--- src/rtl/bullet_ctrl_pkg.sv ---
// Shared game definitions: playfield grid and bullet FSM state encoding.
package bullet_ctrl_pkg;

    localparam int GRID_COLS  = 20;
    localparam int GRID_ROWS  = 16;
    localparam int PLAYER_ROW = 15;

    localparam int COL_W = 5;
    localparam int ROW_W = 4;

    typedef enum logic [1:0] {
        ST_IDLE     = 2'd0,
        ST_FLYING   = 2'd1,
        ST_COOLDOWN = 2'd2
    } bullet_state_t;

endpackage

--- src/rtl/bullet_tick.sv ---
// Step prescaler: free-running 0..SPEED-1 counter with a one-cycle tick at
// the terminal count and a synchronous restart to zero.
module bullet_tick #(
    parameter int SPEED = 25000
) (
    input  logic i_clk_25MHz,
    input  logic i_reset,
    input  logic restart,
    output logic tick
);

    localparam int CNT_W = (SPEED > 1) ? $clog2(SPEED) : 1;
    localparam logic [CNT_W-1:0] LAST = CNT_W'(SPEED - 1);

    logic [CNT_W-1:0] count;

    assign tick = (count == LAST);

    // Count up, wrapping after the terminal count or when restarted.
    always_ff @(posedge i_clk_25MHz or posedge i_reset) begin
        if (i_reset) begin
            count <= '0;
        end else if (restart || tick) begin
            count <= '0;
        end else begin
            count <= count + 1'b1;
        end
    end

endmodule

--- src/rtl/bullet_ctrl.sv ---
// Player bullet controller: launches on a fire-button press, climbs one row
// per step tick, and either leaves the top of the screen (miss) or is
// consumed by a hit and waits out a short cooldown.
module bullet_ctrl
    import bullet_ctrl_pkg::*;
#(
    parameter int SPEED     = 25000,
    parameter int COOLDOWN  = 4,
    parameter int START_ROW = 14
) (
    input  logic             i_clk_25MHz,
    input  logic             i_reset,
    input  logic             i_fire,
    input  logic [COL_W-1:0] i_player_x,
    input  logic             i_hit,
    output logic [COL_W-1:0] o_bullet_x,
    output logic [ROW_W-1:0] o_bullet_y,
    output logic             o_bullet_active,
    output logic             o_miss
);

    localparam logic [ROW_W-1:0] START_Y = ROW_W'(START_ROW);
    localparam logic [3:0]       CD_LAST = 4'(COOLDOWN - 1);

    // Fire button synchronizer and edge detect.
    logic fire_meta;
    logic fire_sync;
    logic fire_prev;
    logic sample_valid_1;
    logic sample_valid_2;
    logic fire_armed;
    logic fire_event;

    // The button only arms once a genuine post-reset low level has been seen,
    // so a button held through reset release cannot launch a bullet.
    always_ff @(posedge i_clk_25MHz or posedge i_reset) begin
        if (i_reset) begin
            fire_meta      <= 1'b0;
            fire_sync      <= 1'b0;
            fire_prev      <= 1'b0;
            sample_valid_1 <= 1'b0;
            sample_valid_2 <= 1'b0;
            fire_armed     <= 1'b0;
        end else begin
            // NOTE: non-blocking assignments here so every flop samples the
            // pre-edge value of its source; blocking would collapse the chain.
            fire_meta      <= i_fire;
            fire_sync      <= fire_meta;
            fire_prev      <= fire_sync;
            sample_valid_1 <= 1'b1;
            sample_valid_2 <= sample_valid_1;
            if (sample_valid_2 && !fire_sync) begin
                fire_armed <= 1'b1;
            end
        end
    end

    assign fire_event = fire_sync & ~fire_prev & fire_armed;

    // Step prescaler.
    logic tick;
    logic restart;

    bullet_tick #(
        .SPEED(SPEED)
    ) u_tick (
        .i_clk_25MHz(i_clk_25MHz),
        .i_reset    (i_reset),
        .restart    (restart),
        .tick       (tick)
    );

    // FSM state and registered outputs.
    bullet_state_t    state;
    bullet_state_t    state_nxt;
    logic [COL_W-1:0] x_nxt;
    logic [ROW_W-1:0] y_nxt;
    logic             miss_nxt;
    logic [3:0]       cd_cnt;
    logic [3:0]       cd_nxt;

    // Next-state and next-output decode; a hit wins over a coincident tick.
    always_comb begin
        // NOTE: every signal gets a default before the case so no path can
        // leave it unassigned and infer a latch.
        state_nxt = state;
        x_nxt     = o_bullet_x;
        y_nxt     = o_bullet_y;
        miss_nxt  = 1'b0;
        cd_nxt    = cd_cnt;
        restart   = 1'b0;
        case (state)
            ST_IDLE: begin
                if (fire_event) begin
                    state_nxt = ST_FLYING;
                    x_nxt     = i_player_x;
                    y_nxt     = START_Y;
                    restart   = 1'b1;
                end
            end
            ST_FLYING: begin
                if (i_hit) begin
                    state_nxt = ST_COOLDOWN;
                    x_nxt     = '0;
                    y_nxt     = '0;
                    cd_nxt    = '0;
                    restart   = 1'b1;
                end else if (tick) begin
                    if (o_bullet_y <= 4'd1) begin
                        state_nxt = ST_IDLE;
                        x_nxt     = '0;
                        y_nxt     = '0;
                        miss_nxt  = 1'b1;
                    end else begin
                        y_nxt = o_bullet_y - 4'd1;
                    end
                end
            end
            ST_COOLDOWN: begin
                if (tick) begin
                    if (cd_cnt == CD_LAST) begin
                        state_nxt = ST_IDLE;
                        cd_nxt    = '0;
                    end else begin
                        cd_nxt = cd_cnt + 4'd1;
                    end
                end
            end
            default: begin
                state_nxt = ST_IDLE;
                x_nxt     = '0;
                y_nxt     = '0;
                cd_nxt    = '0;
            end
        endcase
    end

    // State, cooldown counter and output registers.
    always_ff @(posedge i_clk_25MHz or posedge i_reset) begin
        if (i_reset) begin
            state           <= ST_IDLE;
            cd_cnt          <= '0;
            o_bullet_x      <= '0;
            o_bullet_y      <= '0;
            o_bullet_active <= 1'b0;
            o_miss          <= 1'b0;
        end else begin
            state           <= state_nxt;
            cd_cnt          <= cd_nxt;
            o_bullet_x      <= x_nxt;
            o_bullet_y      <= y_nxt;
            o_bullet_active <= (state_nxt == ST_FLYING);
            o_miss          <= miss_nxt;
        end
    end

endmodule
--- config.mk ---
export PLATFORM = sky130hd
export DESIGN_NAME = bullet_ctrl
export DESIGN_NICKNAME = d
export VERILOG_FILES = /design/src/rtl/bullet_ctrl_pkg.sv /design/src/rtl/bullet_tick.sv /design/src/rtl/bullet_ctrl.sv
export SDC_FILE = /design/constraint.sdc
export NUM_CORES = 1
export LEC_CHECK = 0
export ABC_AREA = 1
export CAP_MARGIN = 30
export CORE_MARGIN = 5
export CORE_UTILIZATION = 47
export DETAILED_ROUTE_END_ITERATION = 8
export GPL_TIMING_DRIVEN = 0
export PLACE_DENSITY = 0.68
export SLEW_MARGIN = 5
export SYNTH_ARGS = -nofsm -noshare
export SYNTH_HDL_FRONTEND = slang
export SYNTH_HIERARCHICAL = 1
export SYNTH_SLANG_ARGS = --single-unit
--- constraint.sdc ---
create_clock -name i_clk_25MHz -period 1.8 [get_ports i_clk_25MHz]
set_input_delay 0.27 -clock i_clk_25MHz [delete_from_list [all_inputs] [get_ports i_clk_25MHz]]
set_output_delay 0.27 -clock i_clk_25MHz [all_outputs]
set_load 0.005 [all_outputs]
# Yosys cells after proc, flatten, opt, wreduce, memory -nomap -nowiden

Index checks and enable logic that the tools add are counted.
W data, S select, Z words.

Add/sub/neg operators: 3
$lt $le $gt $ge: 1
Equality and inequality tests: 10
Muxes and demuxes: 29
Bitwise gates (word level): 5
Reductions and logical operators: 7

Operators by type and width:

| cell                    | number |
|---|---|
| $mux W4                 | 7 |
| $pmux W4 S3             | 2 |
| $mux W5                 | 4 |
| $add A15 B1 Y15 const B | 1 |
| $eq A15 B15 Y1 const B  | 1 |
| $mux W15                | 1 |
| $pmux W5 S3             | 1 |
| $mux W2                 | 6 |
| $mux W1                 | 6 |
| $pmux W2 S3             | 1 |
| $reduce_and A3 Y1       | 2 |
| $add A4 B1 Y4 const B   | 1 |
| $eq A2 B1 Y1 const B    | 2 |
| $eq A4 B2 Y1 const B    | 1 |
| $le A4 B1 Y1 const B    | 1 |
| $ne A2 B2 Y1 const B    | 2 |
| $reduce_and A4 Y1       | 1 |
| $sub A4 B1 Y4 const B   | 1 |
| $ne A3 B2 Y1 const B    | 1 |
| $ne A3 B3 Y1 const B    | 1 |
| $not A1 Y1              | 3 |
| $and A1 B1 Y1           | 2 |
| $eq A2 B2 Y1 const B    | 1 |
| $logic_not A2 Y1        | 1 |
| 5 further kinds         | 5 |

Bits in registers: 38
Output and inout port bits: 11
Word-level logic and storage cells: 68

# Longest topological paths before layout

Gate-level depths: netlist of the first run.

Depth after elaboration: 7
Mapped depth: 11
Depth with buffers taken out: 11

# By module

Netlist of the first run, hierarchy kept.

By module, submodules not included:

| module      | times used | cells an instance | area an instance (um^2) |
|---|---|---|---|
| bullet_ctrl | 1          | 126               | 1109.8 |
| bullet_tick | 1          | 114               | 870.8 |

# Worst setup path after synthesis of the first run

No wires, ideal clock.

Path type: flip-flop to flip-flop
Start: register u_tick.count[0]
End: register cd_cnt[1]
Library setup time: 0.126 ns
Arrival: 1.355 ns
Setup slack: 0.319 ns
Stages on the path, launching flop included: 11
Buffers on the path: 0
Period minus slack after synthesis: 1.481 ns
Cells stage by stage: dfrtp_1 -> ha_1 -> nand2_2 -> nor3_2 -> nand2_2 -> inv_1 -> inv_1 -> nand2_2 -> nand3_4 -> nand2_1 -> o21ai_0

Cells in the longest elaborated chain, start to end: 3

RTL lines:

| item                               | RTL line           | text |
|---|---|---|
| start: declaration                 | bullet_tick.sv:15  | `logic [CNT_W-1:0] count;` |
| start signal: assignment           | bullet_tick.sv:26  | `count <= count + 1'b1;` |
| $eq A15 B15 Y1                     | bullet_tick.sv:17  | `assign tick = (count == LAST);` |
| named net tick                     | bullet_ctrl.sv:61  | `logic tick;` |
| $ne A2 B1 Y1 (no source line)      | -                  |  |
| $reduce_and A3 Y1 (no source line) | -                  |  |
| end signal: assignment             | bullet_ctrl.sv:149 | `cd_cnt <= cd_nxt;` |
| end: declaration                   | bullet_ctrl.sv:79  | `logic [3:0] cd_cnt;` |

The timed path passes the listed nets, and every way through them passes these cells.
A chain may end at the register's enable or synchronous reset.

# Final worst setup path of the first run

Start: register u_tick.count[0]
End: register cd_cnt[0]

Same word-level chain as after synthesis.

==> results of run 1 <==
-- cells in the mapped netlist (all sizes together) --
master	instances
and2	1
buf	1
clkinv	2
conb	1
dfrtp	38
ha	4
inv	25
nand2	81
nand3	15
nand3b	3
nand4	12
nor2	40
nor3	1
o21ai	5
o21bai	2
xnor2	3
xor2	6
-- cells by family (layout without fill, tap and decap cells) --
kind of cell               count (synthesis)  after routing  synth area share (%)
AOI/OAI and AO/OA                          7              7                  2.02
xor gates and xnor gates                   9              9                  3.98
adders and majority gates                  4              4                  2.53
buffers and inverters                     28             55                  6.00
DFF                                       38             38                  48.0
other                                      1              1                 0.189
and+or+nand+nor                          153            153                  37.3
-- stage by stage --
stage | total power [uW] | hold slack (ns) | setup WS (ns) | instances | area [sq um]
after floorplan | 1710 | 0.171 | 0.319 | 240 | 1980
after global placement | 1960 | 0.332 | 0.151 | 309 | 2230
after detailed placement | 1980 | 0.336 | 0.112 | 309 | 2230
after CTS | 2540 | 0.353 | 0.0873 | 316 | 2310
after global routing | 2760 | 0.362 | 0.0238 | 317 | 2350
final | 2550 | 0.351 | 0.204 | 317 | 2350
-- routing by layer --
metal,vias up,GRT usage (%)
met5,-,0
met4,0,5.34
met3,5,4.41
met2,15,23.9
met1,702,20.2
li1,803,-
-- worst register-to-register path: stages (launching register included) --
cell and delay (ns):
dfrtp_1 0.43, ha_4 0.19, nand2_2 0.07, nor3_2 0.20, nand2_2 0.11, inv_1 0.08, inv_1 0.07, nand2_2 0.10
nand3_4 0.11, nand2_1 0.08, o21ai_1 0.06
-- layout make-up --
type,instances,area (sq um),share of cell area [%]
repair buffers,20,218,9.26
multi-input cells,174,923,39.3
flip-flops and latches,38,951,40.4
plain buffers,1,15.0,0.638
clock buffers,5,68.8,2.93
well taps,50,62.6,2.66
inverters,27,104,4.41
clock inverters,2,10.0,0.426
-- sequential cells by signal (all words and copies together), names as in the netlist --
register,flops
u_tick/count,15
o_bullet_x,5
cd_cnt,4
o_bullet_y,4
state,2
fire_armed,1
fire_meta,1
fire_prev,1
fire_sync,1
o_bullet_active,1
o_miss,1
sample_valid_1,1
sample_valid_2,1
-- cells in the final DEF, fill, tap and decap left out, types with 2 or more instances in the layout --
cell and n:
o21bai_1 2, nand4_1 12, inv_1 22, ha_1 3
xnor2_1 3, dfrtp_1 38, nand3b_1 2, nand2_4 3
nor2_2 6, clkdlybuf4s50_1 19, nand2_2 7, inv_2 3
nor2_1 32, nand3_1 14, clkinv_2 4, clkbuf_8 5
nand2_1 71, nor2_4 2, xor2_1 6, o21ai_1 5
-- final timing paths --
kind | startpoint | slack, ns | cells past startpoint | endpoint
max | u_tick/count[0] | 0.20 | 10 | cd_cnt[0]
min | sample_valid_1 | 0.35 | 0 | sample_valid_2
max reg2reg | u_tick/count[0] | 0.20 | 10 | cd_cnt[0]
min reg2reg | sample_valid_1 | 0.35 | 0 | sample_valid_2
max in group asynchronous | i_reset | 1.05 | 2 | u_tick/count[6]
min in group asynchronous | i_reset | 0.36 | 3 | sample_valid_2
-- report_power, final --
group	internal [uW]	switching, uW	leakage (uW)
combinational	398	384	0.000627
sequential	1030	194	0.000485
clock	260	283	0.0000438
total	1690	860	0.00116
-- what timing repair did --
action                                  CTS  global route
hold endpoints to repair                  0             0
gates resized for setup                   0             3
endpoints found under the setup margin    0             4
==> impl_metrics.env, run 1 <==
export IMPL_hold_viol=0
export IMPL_met3WireLength_um=112
export IMPL_grt_ovfl_total=0
export IMPL_fin_util_pct=58.4
export IMPL_cp_start_kind="register"
export IMPL_postCtsHoldBufs=0
export IMPL_fin_worst_skew_ns=0.00303
export IMPL_routabilityCongestion=0.823
export IMPL_maxSlewViolCount=0
export IMPL_critPathArrivalTime_ns=1.77
export IMPL_post_cts_buffers=0
export IMPL_clk_latency_ns=0.29
export IMPL_cpLargestDelayFamily="simple AND/OR/NAND/NOR gates"
export IMPL_irDropWorstVdd_v=0.000641
export IMPL_fin_crit_sh_pct=88.7
export IMPL_end_kind="register"
export IMPL_grt_pass1_wl_um=6470
export IMPL_finalCriticalPeriod_ns=1.60
export IMPL_first_pass_iters=4
export IMPL_track_usage_pct=15.2
export IMPL_crit_path_max_fanout=8
export IMPL_syn_num_nets=253
export IMPL_required_ns=1.98
export IMPL_wl_per_cell_um=11.3
export IMPL_vias=1525
export IMPL_run_status="finished, final reports clean"
export IMPL_grt_pass1_vias=1466
export IMPL_drt_iter0_drc=64
export IMPL_grt_setup_unrepaired="no"
export IMPL_cts_htree_levels=2
export IMPL_relSlewSlack_pct=60.6
export IMPL_syn_area_sq_um=1980
export IMPL_yosysWarnings=6
export IMPL_syn_avg_cell_area_sq_um=8.25
export IMPL_max_cap_violations=0
export IMPL_synth_seq_cells=38
export IMPL_highest_layer="met4"
export IMPL_initial_core_util_pct=49.2
export IMPL_antenna_found_initial=0
export IMPL_yosysSeqAreaShare_pct=48.0
export IMPL_grt_max_degree=24
export IMPL_m1WireLength_um=1730
export IMPL_die_area_sq_um=5610
export IMPL_fp_row_count=23
export IMPL_cts_buffers_inserted=5
export IMPL_drive_gt1_share_pct=13.5
export IMPL_clk_path_buf_depth=2
export IMPL_finalSetupTns_ns=0
export IMPL_areaGrowthSynthToFinish_pct=18.8
export IMPL_synth_cells=240
export IMPL_num_io_pins=20
export IMPL_yosys_top_cells_area="dfrtp_1 48%, nand2_1 13%, nor2_1 6.1%"
export IMPL_diodes=0
export IMPL_critPathMaxStageDelay_ns=0.43
export IMPL_setup_viol=0
export IMPL_portBuffers=19
export IMPL_cp_slowest_cell="dfrtp_1"
export IMPL_synth_top_area_share_pct=48.0
export IMPL_nFillCells=378
export IMPL_yosysTopAreaCell="dfrtp_1"
export IMPL_min_path_type="reg2reg"
export IMPL_wl_um=3590
export IMPL_cts_sinks=38
export IMPL_ctsRootBufferMaster="clkbuf_8"
export IMPL_die_h_um=74.9
export IMPL_coreArea_sq_um=4030
export IMPL_worst_path_most_repeated_cell="nand2_2"
export IMPL_power_density_nw_per_um2=1080
export IMPL_leakagePower_uw=0.00116
export IMPL_path_buf_inv=2
export IMPL_nNetsFinal=280
export IMPL_dr_wl_met2_um=1690
export IMPL_path_cells="ha_4, nand2_2, nor3_2, nand2_2, inv_1, inv_1, nand2_2, nand3_4, nand2_1, o21ai_1"
export IMPL_drc=0
export IMPL_critical_path_class="reg2reg"
export IMPL_dp_hpwl_um=2700
export IMPL_clk_pin_slew_ns=0.07
export IMPL_fmax_mhz=627
export IMPL_cts_tree="yes"
export IMPL_synthDistinctLibCells=25
export IMPL_drtAntennaViolNets=0
export IMPL_die_w_um=74.9
export IMPL_vias_per_cell=4.81
export IMPL_tightest_slew_ns=0.590
Power figures use the tool's default switching activity.
==> run 2: changes to the inputs <==
SLEW_MARGIN = 20   (was 5)
==> impl_metrics.env, run 2 (same netlist as run 1, synthesis figures left out) <==
export IMPL_end_kind="register"
export IMPL_cts_buffers_inserted=5
export IMPL_postCtsHoldBufs=0
export IMPL_fin_worst_skew_ns=0.00444
export IMPL_multi_input_area_sq_um=923
export IMPL_required_ns=1.98
export IMPL_hold_ws_ns=0.306
export IMPL_grt_util_met2_pct=23.9
export IMPL_fmax_mhz=627
export IMPL_mostFrequentLayoutCells="71 x nand2_1, 38 x dfrtp_1, 32 x nor2_1, 22 x inv_1, 19 x clkdlybuf4s50_1"
export IMPL_die_area_sq_um=5610
export IMPL_critical_path_class="reg2reg"
export IMPL_max_cap_violations=0
export IMPL_diodes=0
export IMPL_run_status="finished, final reports clean"
export IMPL_wl_um=3590
export IMPL_clk_path_buf_depth=2
export IMPL_drt_iter0_drc=60
export IMPL_ctsRootBufferMaster="clkbuf_8"
export IMPL_finalSetupTns_ns=0
export IMPL_vias_per_cell=4.80
export IMPL_portBuffers=19
export IMPL_coreArea_sq_um=4030
export IMPL_num_io_pins=20
export IMPL_nNetsFinal=280
export IMPL_fp_row_count=23
export IMPL_critPathArrivalTime_ns=1.77
export IMPL_vias=1521
export IMPL_grtUsageMet3_pct=4.41
export IMPL_cp_start_kind="register"
export IMPL_routabilityCongestion=0.823
export IMPL_drtAntennaViolNets=0
export IMPL_cts_tree="yes"
export IMPL_initial_core_util_pct=49.2
export IMPL_largest_reg_flops=15
export IMPL_tightest_slew_ns=0.579
export IMPL_relSlewSlack_pct=61.3
export IMPL_drive_gt1_share_pct=13.5
export IMPL_hold_viol=0
export IMPL_fin_crit_sh_pct=88.6
export IMPL_areaGrowthSynthToFinish_pct=18.1
export IMPL_nFillCells=380
export IMPL_largest_register="u_tick/count"
export IMPL_dp_hpwl_um=2700
export IMPL_reg2reg_from="u_tick/count[0]"
export IMPL_grt_max_degree=24
export IMPL_cts_sinks=38
export IMPL_first_pass_iters=4
export IMPL_wl_per_cell_um=11.3
export IMPL_die_w_um=74.9
export IMPL_min_path_type="in2async"
export IMPL_irDropWorstVdd_v=0.000636
export IMPL_clk_latency_ns=0.29
export IMPL_reg_top3="u_tick/count: 15 flops, o_bullet_x: 5 flops"
export IMPL_grt_ovfl_total=0
export IMPL_die_h_um=74.9
export IMPL_leakagePower_uw=0.00115
export IMPL_track_usage_pct=15.2
export IMPL_clk_pin_slew_ns=0.07
export IMPL_grt_pass1_wl_um=6470
export IMPL_grt_pass1_vias=1466
export IMPL_finalCriticalPeriod_ns=1.59
export IMPL_grtUsageMet1_pct=20.2
export IMPL_cts_htree_levels=2
export IMPL_drc=0
export IMPL_layout_commonest_cell="nand2_1"
export IMPL_crit_path_max_fanout=8
export IMPL_critPathLaunch="u_tick/count[0]"
export IMPL_busiest_layer="met2"
export IMPL_maxSlewViolCount=0
export IMPL_post_cts_buffers=0
export IMPL_report_power_total_uw=2540
export IMPL_grt_setup_unrepaired="no"
export IMPL_antenna_found_initial=0
export IMPL_power_density_nw_per_um2=1090
export IMPL_seq_area_sq_um=951
export IMPL_setup_viol=0
[run 2: cell counts in the layout (fill, tap and decap cells not counted)]
Identical to the previous run, type by type.
[run 2: path summary, 6_finish.rpt]
kind / depth (start not counted) / endpoint / slack (ns)
worst max register to register: 10 / cd_cnt[0] / 0.21
worst max-delay path: 10 / cd_cnt[0] / 0.21
worst min-delay path: 2 / o_bullet_x[4] / 0.31
max in group asynchronous: 2 / u_tick/count[6] / 1.05
min in group i_clk_25MHz: 0 / sample_valid_2 / 0.35
worst min register to register: 0 / sample_valid_2 / 0.35
[run 2: final cells by class]
cell class | count | share of cell area [%]
buffer | 1 | 0.642
clock buffer | 5 | 2.94
clock inverter | 2 | 0.428
inverter | 27 | 4.44
multi-input combinational | 174 | 39.5
sequential | 38 | 40.6
tap | 50 | 2.67
timing repair buffer | 20 | 8.77
[run 2: per-stage QoR]
step / worst slack [ns] / area [sq um] / cells / util, %
global placement: 0.151 / 2230 / 309 / 55.4
detailed placement: 0.112 / 2230 / 309 / 55.4
global route: 0.0259 / 2340 / 317 / 58.1
floorplan: 0.319 / 1980 / 240 / -
finish: 0.206 / 2340 / 317 / 58.1
CTS: 0.0873 / 2310 / 316 / 57.4
[run 2: routing by layer]
| metal | share of wire [%] | vias to the layer above |
|---|---|---|
| met5 | 0 | - |
| met4 | 1.5 | 0 |
| met3 | 3.1 | 5 |
| met2 | 47 | 17 |
| met1 | 49 | 696 |
| li1 | - | 803 |
[run 2: repair_timing]
item | in CTS | in global routing
endpoints found under the setup margin | 0 | 4
endpoints found under the hold margin | 0 | 0
resized for setup | 0 | 3
[run 2: worst max-delay path: stages, from the launching register on]
cell and delay, ns:
dfrtp_1 0.43, ha_4 0.19, nand2_2 0.07, nor3_2 0.20
nand2_2 0.10, inv_1 0.08, inv_1 0.07, nand2_2 0.10
nand3_4 0.11, nand2_1 0.07, o21ai_1 0.06
[run 2: report_power, final]
part / switching [uW] / total, uW / internal (uW)
registers: 194 / 1220 / 1030
clock network: 279 / 539 / 260
logic: 383 / 778 / 395
==> run 3: changes to the inputs <==
PLACE_DENSITY = not set   (was 0.68)
PLACE_DENSITY_LB_ADDON = 0.1   (was not set)
==> impl_metrics.env, run 3 (same netlist as run 1, synthesis figures left out) <==
export IMPL_run_status="finished, final reports clean"
export IMPL_post_cts_buffers=0
export IMPL_finalSetupTns_ns=0
export IMPL_clk_path_buf_depth=2
export IMPL_cp_start_kind="register"
export IMPL_setup_viol=0
export IMPL_mostFrequentLayoutCells="71 x nand2_1, 38 x dfrtp_1, 32 x nor2_1, 22 x inv_1, 19 x clkdlybuf4s50_1"
export IMPL_end_kind="register"
export IMPL_largest_register="u_tick/count"
export IMPL_required_ns=1.97
export IMPL_areaGrowthSynthToFinish_pct=17.5
export IMPL_maxSlewViolCount=0
export IMPL_routabilityCongestion=0.824
export IMPL_irDropWorstVdd_v=0.000548
export IMPL_num_io_pins=20
export IMPL_wl_per_cell_um=11.4
export IMPL_seq_area_sq_um=951
export IMPL_portBuffers=19
export IMPL_drt_iter0_drc=112
export IMPL_largest_reg_flops=15
export IMPL_die_w_um=74.9
export IMPL_initial_core_util_pct=49.2
export IMPL_critical_path_class="reg2reg"
export IMPL_hold_viol=0
export IMPL_fin_worst_skew_ns=0.00728
export IMPL_cts_htree_levels=2
export IMPL_clk_pin_slew_ns=0.07
export IMPL_first_pass_iters=4
export IMPL_leakagePower_uw=0.00114
export IMPL_stdcell_count=317
export IMPL_relSlewSlack_pct=61.1
export IMPL_grt_setup_unrepaired="no"
export IMPL_cts_sinks=38
export IMPL_finalCriticalPeriod_ns=1.64
export IMPL_vias=1516
export IMPL_dp_hpwl_um=2700
export IMPL_critPathArrivalTime_ns=1.81
export IMPL_layout_commonest_cell="nand2_1"
export IMPL_vias_per_cell=4.78
export IMPL_hold_ws_ns=0.245
export IMPL_ctsRootBufferMaster="clkbuf_8"
export IMPL_drc=0
export IMPL_max_cap_violations=0
export IMPL_fmax_mhz=609
export IMPL_die_h_um=74.9
export IMPL_drtAntennaViolNets=0
export IMPL_min_path_type="in2async"
export IMPL_grt_ovfl_total=0
export IMPL_cts_tree="yes"
export IMPL_fin_crit_sh_pct=91.3
export IMPL_seqPwrFrac_pct=48.1
export IMPL_diodes=0
export IMPL_internal_power_uw=1670
export IMPL_reg_top3="u_tick/count: 15 flops, o_bullet_x: 5 flops"
export IMPL_wl_um=3610
export IMPL_grt_max_degree=24
export IMPL_drive_gt1_share_pct=12.7
export IMPL_switchingPower_uw=842
export IMPL_cts_buffers_inserted=5
export IMPL_tightest_slew_ns=0.582
export IMPL_reg2reg_slack_ns=0.16
export IMPL_antenna_found_initial=0
export IMPL_multi_input_area_sq_um=913
export IMPL_nFillCells=394
export IMPL_timing_rr_end="cd_cnt[2]"
export IMPL_grt_pass1_wl_um=6300
export IMPL_ff2ff_path_depth=10
export IMPL_crit_path_max_fanout=8
export IMPL_clk_latency_ns=0.29
export IMPL_track_usage_pct=14.9
export IMPL_pwr_share_comb_pct=30.4
export IMPL_placed_cells=309
export IMPL_p_clk_share_pct=21.6
export IMPL_coreArea_sq_um=4030
export IMPL_swShare_pct=33.5
export IMPL_grt_pass1_vias=1404
export IMPL_die_area_sq_um=5610
export IMPL_power_density_nw_per_um2=1080
export IMPL_nNetsFinal=280
export IMPL_reg2reg_from="u_tick/count[0]"
export IMPL_fp_row_count=23
run 3: cell types whose count changed in the layout (fill, tap and decap cells not counted):
cell / before / now
clkinv_2: 4 / 2
ha_4: 1 / 0
ha_2: 0 / 1
clkbuf_1: 0 / 2
run 3: worst max-delay path: stages, from the launching register on:
cell and delay, ns:
dfrtp_1 0.39, ha_2 0.25, nand2_2 0.08, nor3_2 0.21, nand2_2 0.11, inv_1 0.09
inv_1 0.07, nand2_2 0.09, nand3_4 0.11, nand2_1 0.08, o21ai_1 0.06
run 3: power by group through the flow:
stage | clock network (uW) | logic (uW) | registers (uW)
3_3_place_gp | 0 | 742 | 1220
3_5_place_dp | 0 | 757 | 1220
6_report | 543 | 764 | 1210
4_1_cts | 569 | 765 | 1210
5_1_grt | 608 | 883 | 1240
2_1_floorplan | 0 | 512 | 1200
run 3: per-stage QoR:
| step | util [%] | setup WS (ns) | power [uW] | area [sq um] |
|---|---|---|---|---|
| after floorplan | - | 0.319 | 1710 | 1980 |
| after global placement | 55.4 | 0.118 | 1970 | 2230 |
| after detailed placement | 55.4 | 0.129 | 1980 | 2230 |
| after CTS | 57.3 | 0.105 | 2540 | 2310 |
| after global routing | 57.8 | 0.0312 | 2730 | 2330 |
| final | 57.8 | 0.157 | 2520 | 2330 |
run 3: per-layer routing:
metal	part of all wire (%)	vias to the layer above	routed length, um	GRT usage [%]
met2	45	25	1610	20.5
met3	4.8	2	175	4.81
met5	0	-	0	0
met1	50	689	1790	21.5
met4	0.97	0	35	6.32
li1	-	800	-	-
run 3: repair_timing:
action                     in CTS  in global routing
resized for setup               0                  2
hold buffers                    0                  0
setup endpoints to repair       0                  6
run 3: worst max-delay path by stage:
stage                     from        end  depth (start not counted)
2_1_floorplan  u_tick/count[0]  cd_cnt[1]                         10
3_3_place_gp   u_tick/count[0]  cd_cnt[1]                         10
3_5_place_dp   u_tick/count[0]  cd_cnt[1]                         10
4_1_cts        u_tick/count[0]  cd_cnt[1]                         10
5_1_grt        u_tick/count[0]  cd_cnt[1]                         10
6_report       u_tick/count[0]  cd_cnt[2]                         10
run 3: final cells by class:
type / instances / share of cell area (%)
Inverter: 27 / 4.46
Tap cell: 50 / 2.69
Timing Repair Buffer: 20 / 8.82
Clock buffer: 7 / 3.28
Buffer: 1 / 0.645
Multi-Input combinational cell: 174 / 39.2
Sequential cell: 38 / 40.9
